**src/rtl/data_mem_ctrl.sv**
```systemverilog
// Parametrised data memory: four byte lanes, sub-word stores, extended registered loads,
// fault strobes and a post-reset clear sequencer that zeroes every word.

module dm_lane #(
    parameter int AW = 6
) (
    input  logic          clk_dm,
    input  logic          we,
    input  logic [AW-1:0] addr,
    input  logic [7:0]    wdata,
    output logic [7:0]    rdata
);
    logic [7:0] mem [2**AW];

    always_ff @(posedge clk_dm) begin
        if (we) mem[addr] <= wdata;
    end

    // Read and write never share a cycle, so one shared address is enough.
    assign rdata = mem[addr];
endmodule

module data_mem_ctrl #(
    parameter int BYTE_ADDR_W = 8
) (
    input  logic                   clk_dm,
    input  logic                   rst,
    input  logic                   Mem_Read,
    input  logic                   Mem_Write,
    input  logic [2:0]             Mem_Funct3,
    input  logic [BYTE_ADDR_W-1:0] DM_Addr,
    input  logic [31:0]            M_W_Data,
    output logic [31:0]            M_R_Data,
    output logic                   M_R_Valid,
    output logic                   Mem_Busy,
    output logic                   Mem_Fault
);
    localparam int AW    = BYTE_ADDR_W - 2;
    localparam int WORDS = 2**AW;
    localparam logic [AW-1:0] LAST = AW'(WORDS - 1);

    typedef enum logic {CLEAR, IDLE} state_t;

    state_t          state, state_nxt;
    logic [AW-1:0]   clr_cnt;

    logic [AW-1:0]   word_idx;
    logic [1:0]      lane;
    logic            rd_req, wr_req, both_req;
    logic            ld_ok, st_ok, misalign, fault_now, st_go;
    logic [AW-1:0]   mem_addr;
    logic [3:0]      lane_we;
    logic [3:0][7:0] lane_wdata;
    logic [3:0][7:0] lane_rdata;
    logic [7:0]      ld_byte;
    logic [15:0]     ld_half;
    logic [31:0]     ld_ext;

    // ---------------- clear sequencer FSM ----------------
    always_ff @(posedge clk_dm) begin
        if (rst) begin
            state   <= CLEAR;
            clr_cnt <= '0;
        end else begin
            state <= state_nxt;
            if (state == CLEAR) clr_cnt <= clr_cnt + 1'b1;
        end
    end

    always_comb begin
        state_nxt = state;
        case (state)
            CLEAR:   if (clr_cnt == LAST) state_nxt = IDLE;
            IDLE:    state_nxt = IDLE;
            default: state_nxt = CLEAR;
        endcase
    end

    always_comb begin
        Mem_Busy = (state == CLEAR);
    end

    // ---------------- request decode ----------------
    assign word_idx = DM_Addr[BYTE_ADDR_W-1:2];
    assign lane     = DM_Addr[1:0];

    always_comb begin
        rd_req   = !Mem_Busy && Mem_Read && !Mem_Write;
        wr_req   = !Mem_Busy && Mem_Write && !Mem_Read;
        both_req = !Mem_Busy && Mem_Read && Mem_Write;
        ld_ok    = (Mem_Funct3 == 3'b000) || (Mem_Funct3 == 3'b001) || (Mem_Funct3 == 3'b010)
                || (Mem_Funct3 == 3'b100) || (Mem_Funct3 == 3'b101);
        st_ok    = (Mem_Funct3 == 3'b000) || (Mem_Funct3 == 3'b001) || (Mem_Funct3 == 3'b010);
        misalign = ((Mem_Funct3[1:0] == 2'b01) && lane[0])
                || ((Mem_Funct3[1:0] == 2'b10) && (lane != 2'b00));
        fault_now = both_req
                 || (rd_req && (!ld_ok || misalign))
                 || (wr_req && (!st_ok || misalign));
        st_go    = wr_req && st_ok && !misalign;
        mem_addr = Mem_Busy ? clr_cnt : word_idx;
    end

    // ---------------- byte lanes ----------------
    for (genvar i = 0; i < 4; i++) begin : g_lane
        logic sel;

        always_comb begin
            sel = 1'b0;
            case (Mem_Funct3[1:0])
                2'b00:   sel = (lane == 2'(i));
                2'b01:   sel = (lane[1] == 1'(i / 2));
                default: sel = 1'b1;
            endcase
            lane_we[i] = Mem_Busy || (st_go && sel);
            // Store data is replicated so every lane sees its slice regardless of offset.
            if (Mem_Busy)
                lane_wdata[i] = 8'h00;
            else if (Mem_Funct3[1:0] == 2'b00)
                lane_wdata[i] = M_W_Data[7:0];
            else if (Mem_Funct3[1:0] == 2'b01)
                lane_wdata[i] = M_W_Data[8*(i%2) +: 8];
            else
                lane_wdata[i] = M_W_Data[8*i +: 8];
        end

        dm_lane #(.AW(AW)) u_lane (
            .clk_dm (clk_dm),
            .we     (lane_we[i]),
            .addr   (mem_addr),
            .wdata  (lane_wdata[i]),
            .rdata  (lane_rdata[i])
        );
    end

    // ---------------- load extension ----------------
    always_comb begin
        ld_byte = lane_rdata[lane];
        ld_half = {lane_rdata[{lane[1], 1'b1}], lane_rdata[{lane[1], 1'b0}]};
        case (Mem_Funct3)
            3'b000:  ld_ext = {{24{ld_byte[7]}}, ld_byte};
            3'b001:  ld_ext = {{16{ld_half[15]}}, ld_half};
            3'b010:  ld_ext = lane_rdata;
            3'b100:  ld_ext = {24'h0, ld_byte};
            3'b101:  ld_ext = {16'h0, ld_half};
            default: ld_ext = 32'h0;
        endcase
    end

    always_ff @(posedge clk_dm) begin
        if (rst) begin
            M_R_Data  <= 32'h0;
            M_R_Valid <= 1'b0;
            Mem_Fault <= 1'b0;
        end else begin
            M_R_Valid <= rd_req;
            Mem_Fault <= fault_now;
            // A faulting load still completes, returning zero.
            if (rd_req) M_R_Data <= fault_now ? 32'h0 : ld_ext;
        end
    end
endmodule

```
**config.mk**
```make
export PLATFORM = sky130hd
export DESIGN_NAME = data_mem_ctrl
export DESIGN_NICKNAME = d
export VERILOG_FILES = /design/src/rtl/data_mem_ctrl.sv
export SDC_FILE = /design/constraint.sdc
export NUM_CORES = 2
export LEC_CHECK = 0
export CAP_MARGIN = 20
export CORE_AREA = 10 10 376 378
export CTS_BUF_LIST = sky130_fd_sc_hd__clkbuf_8 sky130_fd_sc_hd__clkbuf_16
export DETAILED_ROUTE_END_ITERATION = 10
export DIE_AREA = 0 0 386 388
export PLACE_DENSITY = 0.76
export SLEW_MARGIN = 10
export SYNTH_ARGS = -nofsm -noshare
export SYNTH_HDL_FRONTEND = slang
export SYNTH_HIERARCHICAL = 1
export SYNTH_SLANG_ARGS = --single-unit
```
**constraint.sdc**
```tcl
create_clock -name clk_dm -period 4.99 [get_ports clk_dm]
set_input_delay 0.998 -clock clk_dm [delete_from_list [all_inputs] [get_ports clk_dm]]
set_output_delay 0.998 -clock clk_dm [all_outputs]
set_load 0.02 [all_outputs]
```
* Word level (Yosys, flattened, before mapping)
Memories as Yosys holds them, arrays and structs flattened. Cells that the tools add are included.
Word-level totals: register bits after elaboration 41, bits in latches 0, memory bits (writable) 2048, memory bits (read-only) 0, input port bits 47, memories 4
Memory list:
- g_lane[0].u_lane.mem | words 64, width 8, read ports 1, clocked after memory_dff 0, wr ports 1, line 13 | logic [7:0] mem [2**AW];
- g_lane[1].u_lane.mem | words 64, width 8, read ports 1, clocked after memory_dff 0, wr ports 1, line 13
- g_lane[2].u_lane.mem | words 64, width 8, read ports 1, clocked after memory_dff 0, wr ports 1, line 13
- g_lane[3].u_lane.mem | words 64, width 8, read ports 1, clocked after memory_dff 0, wr ports 1, line 13
Cells by class: $add $sub $neg 1, multiply operators 0, divide/modulo/power cells 0, magnitude comparators 3, eq/ne operators 10, shifts and indexed selects 0, mux-type cells 32, bitwise gates (word level) 2, reductions and logical operators 37
Operators by type and width (number):
- one-hot mux 32 bit (5 select lines) | 1
- 2-to-1 mux 8 bit | 14
- 2-to-1 mux 32 bit | 1
- binary-select mux 8 bit (select 2 bit) | 1
- logical AND 1 bit | 15
- logical OR 1 bit | 13
- one-hot mux 1 bit (2 select lines) | 5
- less-than comparator 2 x 3 -> 1 bit, second input constant | 3
- 2-to-1 mux 1 bit | 9
- adder 6 x 1 -> 6 bit, second input constant | 1
- == test 2 bit, second input constant | 3
- == test 3 bit, second input constant | 2
- == test 6 bit, second input constant | 1
- 2-to-1 mux 6 bit | 1
- zero test 1 bit | 5
- == test 2 x 1 -> 1 bit, second input constant | 2
- zero test 2 bit | 2
- == test 3 x 1 -> 1 bit, second input constant | 1
- == test 3 x 2 -> 1 bit, second input constant | 1
- zero test 3 bit | 1
- inverter 1 bit | 2
- nonzero test 2 bit | 1

* Depth between registers and ports, before layout
depth in word-level cells 11, depth in mapped cells 17

* Modules after synthesis
Netlist, hierarchy kept.
Modules (own cells, without submodules):
- dm_lane | times used 4, cells each 1163, area an instance 20289.5 sq um, seq. area each 15374.7 sq um
- data_mem_ctrl | times used 1, cells each 286, area an instance 2562.5 sq um, seq. area each 820.8 sq um

* Worst setup path after synthesis
No wires, ideal clock.
kind input to register, start input DM_Addr[3], end register M_R_Data[21], arrival 3.965 ns, required time 4.868 ns, setup slack 0.904 ns, stages 12, buffers on the path 2, cells stage by stage mux2_2 -> buf_6 -> mux2_1 -> mux4_2 -> o21ai_1 -> o2111ai_1 -> or4b_1 -> mux2_4 -> mux2i_1 -> nor4_4 -> buf_6 -> a221o_1
RTL lines:
- start: declaration | line 31 | input logic [BYTE_ADDR_W-1:0] DM_Addr,
- end signal: assignment | line 158 | if (rd_req) M_R_Data <= fault_now ? 32'h0 : ld_ext;
- end: declaration | line 33 | output logic [31:0] M_R_Data,

==> out/results.tsv <==
metric	value	unit
worst path required time	5700	ps
fraction of registers with async set/reset	0	%
Synth Warn #	6	
CTS Buf Count	197	
WHS	492	ps
drt initial violations	7634	
hold_buf cts	0	
PwrDens	380	nW/um^2
DRT Pass-1 Iters	7	
port buffer count	81	
Final setup viols	0	
R2R Setup Slk	280	ps
Slowest Stage Delay on Critical Path	790	ps
register area share after synthesis	74.4	%
Setup crit end kind	register	
Max-cap violations	0	
FP Rows	134	
setup_tns	0	ps
Die Area	150000	um^2
VDD IR max	374	uV
largest net degree at the start of global routing	65	
GPL Wtd Cong	0.935	
via count	50926	
Final Cycle Share	94.5	%
maximum fanout along the worst path	48	
P&R area growth vs syn	15.8	%
most used cell, CP	buf_4	
Mapped Area	83700	um^2
core area	133000	um^2
clk root buf	clkbuf_16	
Worst-path clk slew	60	ps
Syn Area/Cell	17.0	um^2
later-pin clock latency in the skew report	840	ps
post-CTS resize count	0	
Design Area, Final	97000	um^2
Worst Hold Class	register to register	
I/O pins	82	
CP startpoint kind	register	
clock skew	28.6	ps
H-tree depth	4	
Inst Count DP	7071	
Buf/Inv on CP	4	
Post-DRT Antenna Nets	0	
Final Slew Violations	0	
post-DP HPWL	146	mm
clk buf depth	3	
Via density	6.84	
Rel. slew slack	30.8	%
nets	5551	
DP Worst Slack	-313	ps
first-pass GRT wire length	333	mm
Final min period	4710	ps
vias in the first global route	50003	
All-Layer GR Usage	29.9	%
Crit Path Category	register to register	
Overflow after GRT	0	
delay-heaviest family, CP	simple AND/OR/NAND/NOR gates	
Least-Margin Pin Slew	1040	ps
crit path cell chain	buf_4 -> mux2_8 -> buf_12 -> nand3b_1 -> a21oi_1 -> o31ai_1 -> buf_4 -> o2111ai_1 -> or4b_1 -> buf_4 -> mux2_4 -> mux2i_1 -> nor4_4 -> a221o_1	
Seq cells post-synth	2089	
post-route insts no fill	7448	
CP max stage cell	or4b_1	
Placed Area	90600	um^2
fillers	7746	
DRT Wirelength	226	mm
die width	386	um
antenna violations before repair	8	
post-layout util	72.7	%
Leak	32.6	nW
Post-synth EDFFs	2048	
outcome	complete, no violations	
Total Power	36.8	mW
Starting Density	62.8	%
routed len/inst	30.3	um
Netlist cell types	73	
clk sinks	2089	
syn_nets	4986	
Syn Inst Count	4938	
DRC Markers	0	
Synth Flop Type	edfxtp_1	
postcts setup bufs	0	
fraction of layout cells with a size suffix above 1	21.1	%
max frequency	212	MHz
final-report hold violation count	0	
PnR worst setup slack	275	ps
die height	388	um
CTS tree	done	
RSZ-0062 raised after global routing	no	
critical path arrival	5420	ps
## registers in the layout (all words and copies together) (netlist names)
register	flops
M_R_Data	32
clr_cnt	6
Mem_Fault	1
M_R_Valid	1
g_lane.u_lane/mem	2048
state	1
## cell type report
| type | count | area [um^2] | area share (%) |
|---|---|---|---|
| Sequential cell | 2089 | 62300 | 64.3 |
| Inverter | 15 | 56.3 | 0.0581 |
| Tap cell | 1768 | 2210 | 2.28 |
| Timing Repair Buffer | 712 | 6070 | 6.26 |
| Clock buffer | 206 | 5120 | 5.28 |
| Antenna cell | 14 | 35.0 | 0.0361 |
| Multi-Input combinational cell | 2488 | 19900 | 20.5 |
| Clock inverter | 156 | 1230 | 1.27 |
## synth_stat cells (24+ instances only)
library cell,count,area [um^2]
and2_1,45,282
o22a_1,44,385
a211oi_1,33,248
buf_6,25,282
dfxtp_1,41,821
mux2i_1,270,2700
nand2_1,201,754
edfxtp_1,2048,61500
buf_2,124,621
a22o_1,40,350
and3_1,36,225
nand2b_1,99,619
nor2b_1,34,213
a32oi_1,28,245
a221oi_1,85,744
nand3b_1,49,368
a222oi_1,26,260
a21oi_1,133,666
nand3_1,33,165
o221ai_1,36,315
a22oi_1,160,1200
buf_1,26,97.6
mux2_1,28,315
o2bb2ai_1,36,315
mux4_2,165,3720
mux2_2,33,372
a31oi_1,61,382
a221o_1,60,601
clkbuf_1,153,574
and4_1,24,210
o22ai_1,88,551
nor2_1,371,1390
o21ai_0,42,210
## final timing paths
check | from | end | depth (start not counted)
hold / removal | M_R_Data[0] | M_R_Data[0] | 1
setup / recovery | state | M_R_Data[16] | 14
hold reg to reg | M_R_Data[0] | M_R_Data[0] | 1
setup reg to reg | state | M_R_Data[16] | 14
## report_power, final
group	switching (mW)	internal, mW	leakage (nW)
clock	6.30	8.36	3.34
combinational	1.84	1.22	9.53
sequential	0.0251	19.1	19.7
## cells in the final DEF, fill, tap and decap left out, drive strengths merged, types with 40 or more instances in the layout
cell type,synthesis,routed
mux2,63,63
dfxtp,41,41
clkdlybuf4s50,0,80
clkbuf,153,206
o21ai,52,52
mux2i,270,270
nand3b,49,49
nor2,375,375
a221oi,85,85
nand2b,99,99
a22o,40,40
mux4,165,165
a22oi,160,160
edfxtp,2048,2048
buf,193,632
and2,49,49
o22a,44,44
nand2,201,201
a31oi,61,61
inv,15,77
a21oi,134,134
a221o,60,60
o22ai,88,88
clkinv,0,71
## per-layer routing
layer | GRT usage (%) | vias up | wire length [um]
met2 | 44.4 | 3713 | 103000
met1 | 42.3 | 25494 | 83100
met3 | 8.75 | 560 | 31900
li1 | - | 21147 | -
met4 | 10.9 | 12 | 8350
met5 | 0 | - | 70
## cell families after synthesis
logic type / Yosys count / share of synthesized area (%)
flip-flops: 2089 / 74.4
AND/OR/NAND/NOR: 1014 / 6.19
AO/OA/AOI/OAI: 971 / 8.69
multiplexers: 498 / 8.52
buffers and inverters: 361 / 2.11
XOR/XNOR: 4 / 0.0419
adder cells (fa/ha/maj): 1 / 0.0149
(Power assumes the default switching activity.)
